`src/rtl/axil_regfile_slave.sv`:
```
// axil_regfile_slave: AXI4-Lite register file slave with a live display mirror of one register.
// Defining AXIL_REGFILE_WSTRB_EN adds the s_wstrb input for per-byte-lane write enables.
module axil_regfile_slave #(
    parameter int DATA_W   = 8,
    parameter int ADDR_W   = 4,
    parameter int NUM_REGS = 16,
    parameter int DISP_REG = 0
) (
    input  logic              clk,
    input  logic              rst_n,
    input  logic              s_awvalid,
    output logic              s_awready,
    input  logic [ADDR_W-1:0] s_awaddr,
    input  logic              s_wvalid,
    output logic              s_wready,
    input  logic [DATA_W-1:0] s_wdata,
`ifdef AXIL_REGFILE_WSTRB_EN
    input  logic [DATA_W/8-1:0] s_wstrb,
`endif
    output logic              s_bvalid,
    input  logic              s_bready,
    output logic [1:0]        s_bresp,
    input  logic              s_arvalid,
    output logic              s_arready,
    input  logic [ADDR_W-1:0] s_araddr,
    output logic              s_rvalid,
    input  logic              s_rready,
    output logic [DATA_W-1:0] s_rdata,
    output logic [1:0]        s_rresp,
    output logic [DATA_W-1:0] disp_out
);
    logic              en, aw_held, w_held;
    logic              aw_hs, w_hs, ar_hs, commit, wr_ok, rd_ok;
    logic [ADDR_W-1:0] aw_addr, wr_addr;
    logic [DATA_W-1:0] w_data, wr_data, wr_mask, rd_mux;
    logic [DATA_W-1:0] regs [NUM_REGS];

    assign s_awready = en & ~aw_held & ~s_bvalid;
    assign s_wready  = en & ~w_held & ~s_bvalid;
    assign s_arready = en & ~s_rvalid;
    assign aw_hs     = s_awvalid & s_awready;
    assign w_hs      = s_wvalid & s_wready;
    assign ar_hs     = s_arvalid & s_arready;
    // The write commits on whichever edge completes the second of AW and W.
    assign commit    = (aw_hs | aw_held) & (w_hs | w_held);
    assign wr_addr   = aw_hs ? s_awaddr : aw_addr;
    assign wr_data   = w_hs ? s_wdata : w_data;
    assign wr_ok     = 32'(wr_addr) < NUM_REGS;
    assign rd_ok     = 32'(s_araddr) < NUM_REGS;
    assign disp_out  = regs[DISP_REG];

`ifdef AXIL_REGFILE_WSTRB_EN
    logic [DATA_W/8-1:0] w_strb, wr_strb;
    assign wr_strb = w_hs ? s_wstrb : w_strb;
    always_comb begin
        wr_mask = '0;
        for (int b = 0; b < DATA_W; b++) wr_mask[b] = wr_strb[b/8];
    end
    always_ff @(posedge clk or negedge rst_n) begin
        if (!rst_n) w_strb <= '0;
        else if (w_hs) w_strb <= s_wstrb;
    end
`else
    assign wr_mask = '1;
`endif

    // Out-of-range read addresses match no register and fall through to zero.
    always_comb begin
        rd_mux = '0;
        for (int i = 0; i < NUM_REGS; i++)
            if (s_araddr == ADDR_W'(i)) rd_mux = regs[i];
    end

    always_ff @(posedge clk or negedge rst_n) begin
        if (!rst_n) begin
            for (int i = 0; i < NUM_REGS; i++) regs[i] <= '0;
        end else begin
            for (int i = 0; i < NUM_REGS; i++)
                if (commit && wr_addr == ADDR_W'(i))
                    regs[i] <= (regs[i] & ~wr_mask) | (wr_data & wr_mask);
        end
    end

    always_ff @(posedge clk or negedge rst_n) begin
        if (!rst_n) begin
            en       <= 1'b0;
            aw_held  <= 1'b0;
            w_held   <= 1'b0;
            aw_addr  <= '0;
            w_data   <= '0;
            s_bvalid <= 1'b0;
            s_bresp  <= 2'b00;
            s_rvalid <= 1'b0;
            s_rdata  <= '0;
            s_rresp  <= 2'b00;
        end else begin
            en      <= 1'b1;
            aw_held <= commit ? 1'b0 : (aw_held | aw_hs);
            w_held  <= commit ? 1'b0 : (w_held | w_hs);
            if (aw_hs) aw_addr <= s_awaddr;
            if (w_hs) w_data <= s_wdata;
            if (commit) begin
                s_bvalid <= 1'b1;
                s_bresp  <= wr_ok ? 2'b00 : 2'b10;
            end else if (s_bready) begin
                s_bvalid <= 1'b0;
            end
            if (ar_hs) begin
                s_rvalid <= 1'b1;
                s_rdata  <= rd_mux;
                s_rresp  <= rd_ok ? 2'b00 : 2'b10;
            end else if (s_rready) begin
                s_rvalid <= 1'b0;
            end
        end
    end
endmodule

```
`config.mk`:
```
export PLATFORM = sky130hd
export DESIGN_NAME = axil_regfile_slave
export DESIGN_NICKNAME = d
export VERILOG_FILES = /design/src/rtl/axil_regfile_slave.sv
export SDC_FILE = /design/constraint.sdc
export NUM_CORES = 1
export LEC_CHECK = 0
export ABC_AREA = 1
export BUFFER_PORTS_ARGS = -buffer_cell sky130_fd_sc_hd__buf_2
export CAP_MARGIN = 10
export CELL_PAD_IN_SITES_DETAIL_PLACEMENT = 1
export CELL_PAD_IN_SITES_GLOBAL_PLACEMENT = 2
export CORE_UTILIZATION = 41
export CTS_CLUSTER_DIAMETER = 150
export DETAILED_ROUTE_END_ITERATION = 10
export MAX_ROUTING_LAYER = met4
export PLACE_DENSITY = 0.86
export RECOVER_POWER = 25
export SYNTH_ARGS = -nofsm -noshare
export SYNTH_HDL_FRONTEND = slang
export SYNTH_SLANG_ARGS = --single-unit
```
`constraint.sdc`:
```
create_clock -name clk -period 6.21 [get_ports clk]
set_clock_uncertainty 0.15 [all_clocks]
set_input_delay 0.9315 -clock clk [delete_from_list [all_inputs] [get_ports clk]]
set_output_delay 0.9315 -clock clk [all_outputs]
set_load 0.005 [all_outputs]
```
==> results of run 1 <==
==> layout by cell type (no fill, tap or decap), types with 2 or more instances in the layout <==
cell type	synthesis	final
a21oi_1	19	19
and2_1	8	8
buf_2	2	42
buf_4	18	5
bufinv_16	0	2
clkbuf_16	0	17
clkbuf_8	0	2
clkinv_2	1	2
clkinvlp_4	0	4
conb_1	2	5
dfrtp_1	153	153
inv_1	51	51
inv_6	1	5
nand2_1	270	270
nand2_4	20	20
nand3_1	27	27
nand3b_1	2	2
nand4_1	16	16
nor2_1	68	68
nor2_8	7	7
nor3_4	2	2
o21ai_0	3	3
o21ai_1	65	65
o21ai_2	64	64
o21ai_4	3	3
or2_2	10	10
==> through the flow <==
stage | hold slack (ns) | setup WS, ns | utilization (%) | total power (uW)
2_1_floorplan | 0.297 | 3.77 | - | 2260
6_report | 0.330 | 3.56 | 46.2 | 3570
3_5_place_dp | 0.316 | 3.12 | 42.9 | 2540
4_1_cts | 0.331 | 3.56 | 46.2 | 3620
3_3_place_gp | 0.309 | 3.25 | 42.9 | 2480
5_1_grt | 0.341 | 3.37 | 46.2 | 3780
==> final timing paths <==
path	cells past startpoint	startpoint	end	slack, ns
worst max-delay path	12	s_araddr[1]	s_rdata[0]	3.56
worst min-delay path	2	regs[39]	regs[39]	0.33
worst max register to register	5	s_bvalid	regs[79]	3.59
worst min register to register	2	regs[39]	regs[39]	0.33
max in group asynchronous	2	rst_n	regs[40]	4.16
min in group asynchronous	1	rst_n	disp_out[5]	0.43
==> worst max-delay path, cell delays in order <==
cell and delay (ns):
buf_2 0.13, inv_1 0.09, nand2_1 0.11, nor2_1 0.67, inv_1 0.14, or2_2 0.32
nand2_1 0.08, nand3_1 0.07, nor2_1 0.10, nand3_1 0.08, nand2_1 0.06, nand2_1 0.04
==> cell families after synthesis <==
group / synth area share [%]
compound gates: 13.9
buf+inv: 7.79
flops: 51.0
other cells: 0.100
simple gates: 27.2
==> final cells by class <==
class	instances	area share, %
Multi-Input combinational cell	591	37.5
Clock buffer	20	5.50
Sequential cell	153	46.1
Tap cell	229	3.45
Clock inverter	12	1.67
Timing Repair Buffer	48	3.12
Inverter	56	2.64
==> report_power, final <==
group	leakage (uW)	switching, uW	total [uW]	internal (uW)
clock	0.000280	442	1060	618
sequential	0.00206	183	1500	1320
combinational	0.00179	701	1010	306
==> state kept, by name (all words and copies together), names as in the netlist <==
signal,count
w_held,1
s_bvalid,1
en,1
regs,120
aw_held,1
aw_addr,4
w_data,8
disp_out,8
s_rvalid,1
s_rdata,8
==> routing by layer <==
layer | track usage, % | share of wire [%] | vias up
li1 | - | - | 2734
met1 | 31.5 | 46 | 2872
met2 | 40.2 | 49 | 84
met3 | 3.64 | 2.6 | 31
met4 | 7.63 | 1.9 | 0
met5 | - | 0 | -
==> out/qor.yml, run 1 <==
h-tree-depth: 4
nets: 890
cts_root_buf: "clkbuf_16"
yosysUniqueCellTypes: 30
min_period_ns: 2.65
status: "complete, no violations"
syn_to_final_growth_pct: 10.5
final_layout_size_suffix_gt1_share_pct: 21.7
synthArstFlopShare_pct: 100
end_kind: "flip-flop"
start_util_pct: 41.8
grt-ovfl-total: 0
grt_usage_pct: 24.6
yosys.area.top_type_share_pct: 51.0
routed_wl_um: 20300
worstPathRequired_ns: 6.38
synthTopCellsByCount: "nand2_1, dfrtp_1, nor2_1"
port-buffer-count: 43
dp_hpwl_um: 14000
antennaDiodeCount: 0
worstPathArrival_ns: 2.81
die_h_um: 137
grt_max_degree: 98
worstMarginPinSlew_ns: 1.18
syn_area_per_cell_sq_um: 8.90
grt_setup_unrepaired: "no"
hold_violations: 0
stdcell_count: 1109
worstPathMaxFanout: 9
grt_pass1_wl_um: 33300
setup-tns-final_ns: 0
syn_inst: 844
power_density_nw_per_um2: 430
start_kind: "input pin"
globalplace.congestion: 0.801
coreArea_sq_um: 18000
max-slew-margin-rel_pct: 21.5
antenna_found_initial: 0
synth.top_cells.by_area: "dfrtp_1, nand2_1, o21ai_2"
cap_violations: 0
drc: 0
post_cts_resized: 0
ys_warn_count: 0
synth.most_common_cell: "nand2_1"
cts_tree: "yes"
synth_top_area_cell: "dfrtp_1"
leakage_uw: 0.00413
via_count: 5721
hold_path.class: "reg -> reg"
first_iter_violations: 284
drtPass1Iterations: 4
vias_per_cell: 5.16
fillers: 2130
synth-edff-count: 0
period_share_pct: 42.6
stdcell_area_sq_um: 8300
multi_input_area_sq_um: 3110
worst-setup-path-type: "in -> reg"
yosysSeqAreaShare_pct: 51.0
clk_pin_slew_ns: 0.06
wire_per_inst_um: 18.3
slew_viol_final: 0
final-setup-viol-count: 0
die-area_sq_um: 18900
ys_ff_latch: 153
placed_cells: 1077
clk_latency_ns: 0.43
synth_area_sq_um: 7510
cts_buffers: 17
std_cell_rows: 49
ant_nets: 0
max_freq_ghz: 0.378
grt_pass1_vias: 6017
hold_buffers: 0
post_cts_buffers: 0
cts_sinks: 153
regArea_sq_um: 3830
cts_buffer_depth: 2
pin_count: 48
post_dp_cell_area_sq_um: 7700
peakVddDrop_v: 0.000210
ys.flop_type: "dfrtp_1"
die_w_um: 137
(Power assumes the default switching activity.)
==> inputs of run 2 (changes only) <==
--- a/config.mk
+++ b/config.mk
@@ -10,11 +10,11 @@
 export CAP_MARGIN = 10
 export CELL_PAD_IN_SITES_DETAIL_PLACEMENT = 1
 export CELL_PAD_IN_SITES_GLOBAL_PLACEMENT = 2
-export CORE_UTILIZATION = 41
+export CORE_UTILIZATION = 34
 export CTS_CLUSTER_DIAMETER = 150
 export DETAILED_ROUTE_END_ITERATION = 10
 export MAX_ROUTING_LAYER = met4
-export PLACE_DENSITY = 0.86
+export PLACE_DENSITY = 0.76
 export RECOVER_POWER = 25
 export SYNTH_ARGS = -nofsm -noshare
 export SYNTH_HDL_FRONTEND = slang
==> constraint.sdc (replaced) <==
create_clock -name clk -period 2.3 [get_ports clk]
set_clock_uncertainty 0.15 [all_clocks]
set_input_delay 0.345 -clock clk [delete_from_list [all_inputs] [get_ports clk]]
set_output_delay 0.345 -clock clk [all_outputs]
set_load 0.005 [all_outputs]
==> run 2 against run 1 <==
Effect of this change:
- sequential cell count stayed put
- non-clock buffer count grew 35
- sequential power rose to 2.7 times the previous value
- final cell count increased by 7.8%
- die area up 20%
- hold slack got worse by 0.24 ns
- worst setup slack got worse by 3.4 ns
- first-iteration DRC count fell by 1.8%
- global-route usage shrank 3.5 points
- wire length up 3.7%
- critical path type is now reg -> reg
- largest power group unchanged
- highest routed layer unchanged
==> out/qor.yml, run 2 (same netlist as run 1, synthesis figures left out) <==
max-slew-margin-rel_pct: 10.7  # -11 points
final_common_cell: "nand2_1"
cts_tree: "yes"
dp_hpwl_um: 14600  # +4.6%
crit_slowest_cell: "dfrtp_1"
syn_to_final_growth_pct: 16.2
cts_sinks: 153  # unchanged
placed_cells: 1159  # +7.6%
die_h_um: 151  # +9.7%
swShare_pct: 36.6  # -0.58 points
hold_path.class: "in -> reg"
antennaDiodeCount: 0  # unchanged
end_kind: "flip-flop"
worstPathArrival_ns: 2.24  # -0.57 ns
crit-reg2reg-launch: "s_bvalid"
vias_per_cell: 4.77  # -7.5%
routed_wl_um: 21000  # +3.7%
power_density_nw_per_um2: 1150  # +170%
period_share_pct: 90.7
grt_setup_unrepaired: "no"
die-area_sq_um: 22700  # +20%
p_int_uw: 6390  # +180%
grt-ovfl-total: 0  # unchanged
port-buffer-count: 43  # unchanged
stdcell_count: 1195  # +7.8%
final_cell_mix: "nand2_1, dfrtp_1, nor2_1, o21ai_1, o21ai_2"
switching_power_uw: 3680  # +180%
worstMarginPinSlew_ns: 1.34  # +0.162 ns
cts_buffer_depth: 2  # unchanged
std_cell_rows: 54  # +10%
worst-setup-path-type: "reg -> reg"
fillers: 2577  # +21%
clk_pin_slew_ns: 0.06  # about the same
start_util_pct: 34.5  # -7.3 points
pre_cts_ws_ns: -0.0566  # -3.18 ns
drc: 0  # unchanged
cts_buffers: 17  # unchanged
post_cts_resized: 0  # unchanged
cap_violations: 0  # unchanged
clk_latency_ns: 0.43  # about the same
hp-start: "s_awaddr[0]"
start_kind: "flip-flop"
setup-tns-final_ns: 0  # unchanged
antenna_found_initial: 0  # unchanged
die_w_um: 151  # +9.7%
coreArea_sq_um: 21800  # +21%
min_period_ns: 2.09
peakVddDrop_v: 0.000688  # +230%
globalplace.congestion: 0.779  # -2.7%
final-setup-viol-count: 0  # unchanged
pin_count: 48  # unchanged
crit_top_cell: "nand2_4"
wire_per_inst_um: 17.6  # -3.8%
fin_ws_ns: 0.213  # -3.35 ns
regMostFlops: "regs"
largest_reg_flops: 120  # unchanged
grt_pass1_vias: 5917  # -1.7%
via_count: 5702  # -0.33%
grt_pass1_wl_um: 34400  # +3.4%
pwr-share-clk_pct: 29.3  # -0.4 points
slew_viol_final: 0  # unchanged
first_iter_violations: 279  # -1.8%
status: "complete, no violations"
hold_violations: 0  # unchanged
crit_start: "s_bvalid"
drtPass1Iterations: 5  # +1
worstPathRequired_ns: 2.46  # -3.92 ns
ant_nets: 0  # unchanged
critPathBufInv: 1  # -2
seq_power_share_pct: 40.3  # -1.8 points
grt_usage_pct: 21.1  # -3.5 points
max_freq_ghz: 0.479
cp_slowest_stage_delay_ns: 0.41  # -0.26 ns
critical_path.top_delay_family: "simple AND/OR/NAND/NOR gates"
crit_chain: "nor3_4 > nand2_4 > o21ai_4 > inv_6 > nor2_8 > nand2_4 > nand2_1 > o21ai_2"
final_layout_size_suffix_gt1_share_pct: 24.4  # +2.7 points
cts_root_buf: "clkbuf_16"
grt_max_degree: 49  # -50%
h-tree-depth: 4  # unchanged
worstPathMaxFanout: 16  # +7
pwr-share-comb_pct: 30.4  # +2.2 points
leakage_uw: 0.00434  # +5.2%
nets: 925  # +3.9%
-- run 2: per-layer routing --
layer	vias up	GRT usage (%)	share of wire, %
li1	2824	-	-
met1	2763	30.0	52
met2	97	30.9	44
met3	18	3.55	2.9
met4	0	5.35	1.2
met5	-	-	0
-- run 2: path summary, 6_finish.rpt --
check	to	slack [ns]	depth (start not counted)
max	regs[28]	0.21	8
min	aw_addr[0]	0.09	3
max reg2reg	regs[28]	0.21	8
min in group asynchronous	regs[51]	0.62	2
min reg2reg	regs[24]	0.33	2
max in group asynchronous	regs[16]	0.34	3
-- run 2: power groups by stage --
stage / sequential [uW] / clock [uW] / combinational (uW)
after floorplan: 3950 / 0 / 2160
after global placement: 4080 / 0 / 3030
after detailed placement: 4090 / 0 / 3120
after CTS: 4060 / 3020 / 3130
after global routing: 4160 / 3120 / 3430
final: 4060 / 2950 / 3070
-- run 2: cell type report --
type | count | area, sq um | area share, %
repair buffers | 83 | 614 | 7.03
well taps | 280 | 350 | 4.01
clock inverters | 13 | 168 | 1.92
clock buffers | 19 | 443 | 5.07
flip-flops and latches | 153 | 3830 | 43.8
multi-input cells | 591 | 3110 | 35.6
inverters | 56 | 219 | 2.51
-- run 2: timing repair --
action | 4_1_cts | 5_1_grt
buffers inserted | 0 | 1
hold buffers | 3 | 0
endpoints found under the hold margin | 46 | 0
setup endpoints to repair | 0 | 2
-- run 2: worst min-delay path: cells and delay by family --
kind | cells | cell delay [ns]
AOI/OAI and AO/OA | 1 | 0.08
buffers and inverters | 2 | 0.20
-- run 2: stage by stage --
step	cell area, sq um	hold slack [ns]	total power (uW)	util [%]
final	8730	0.0937	10100	40.1
after global routing	8730	0.0771	10700	40.1
after CTS	8740	0.0786	10200	40.2
after detailed placement	8100	0.196	7200	37.2
after global placement	8100	0.193	7110	37.2
after floorplan	7520	-0.101	6110	-
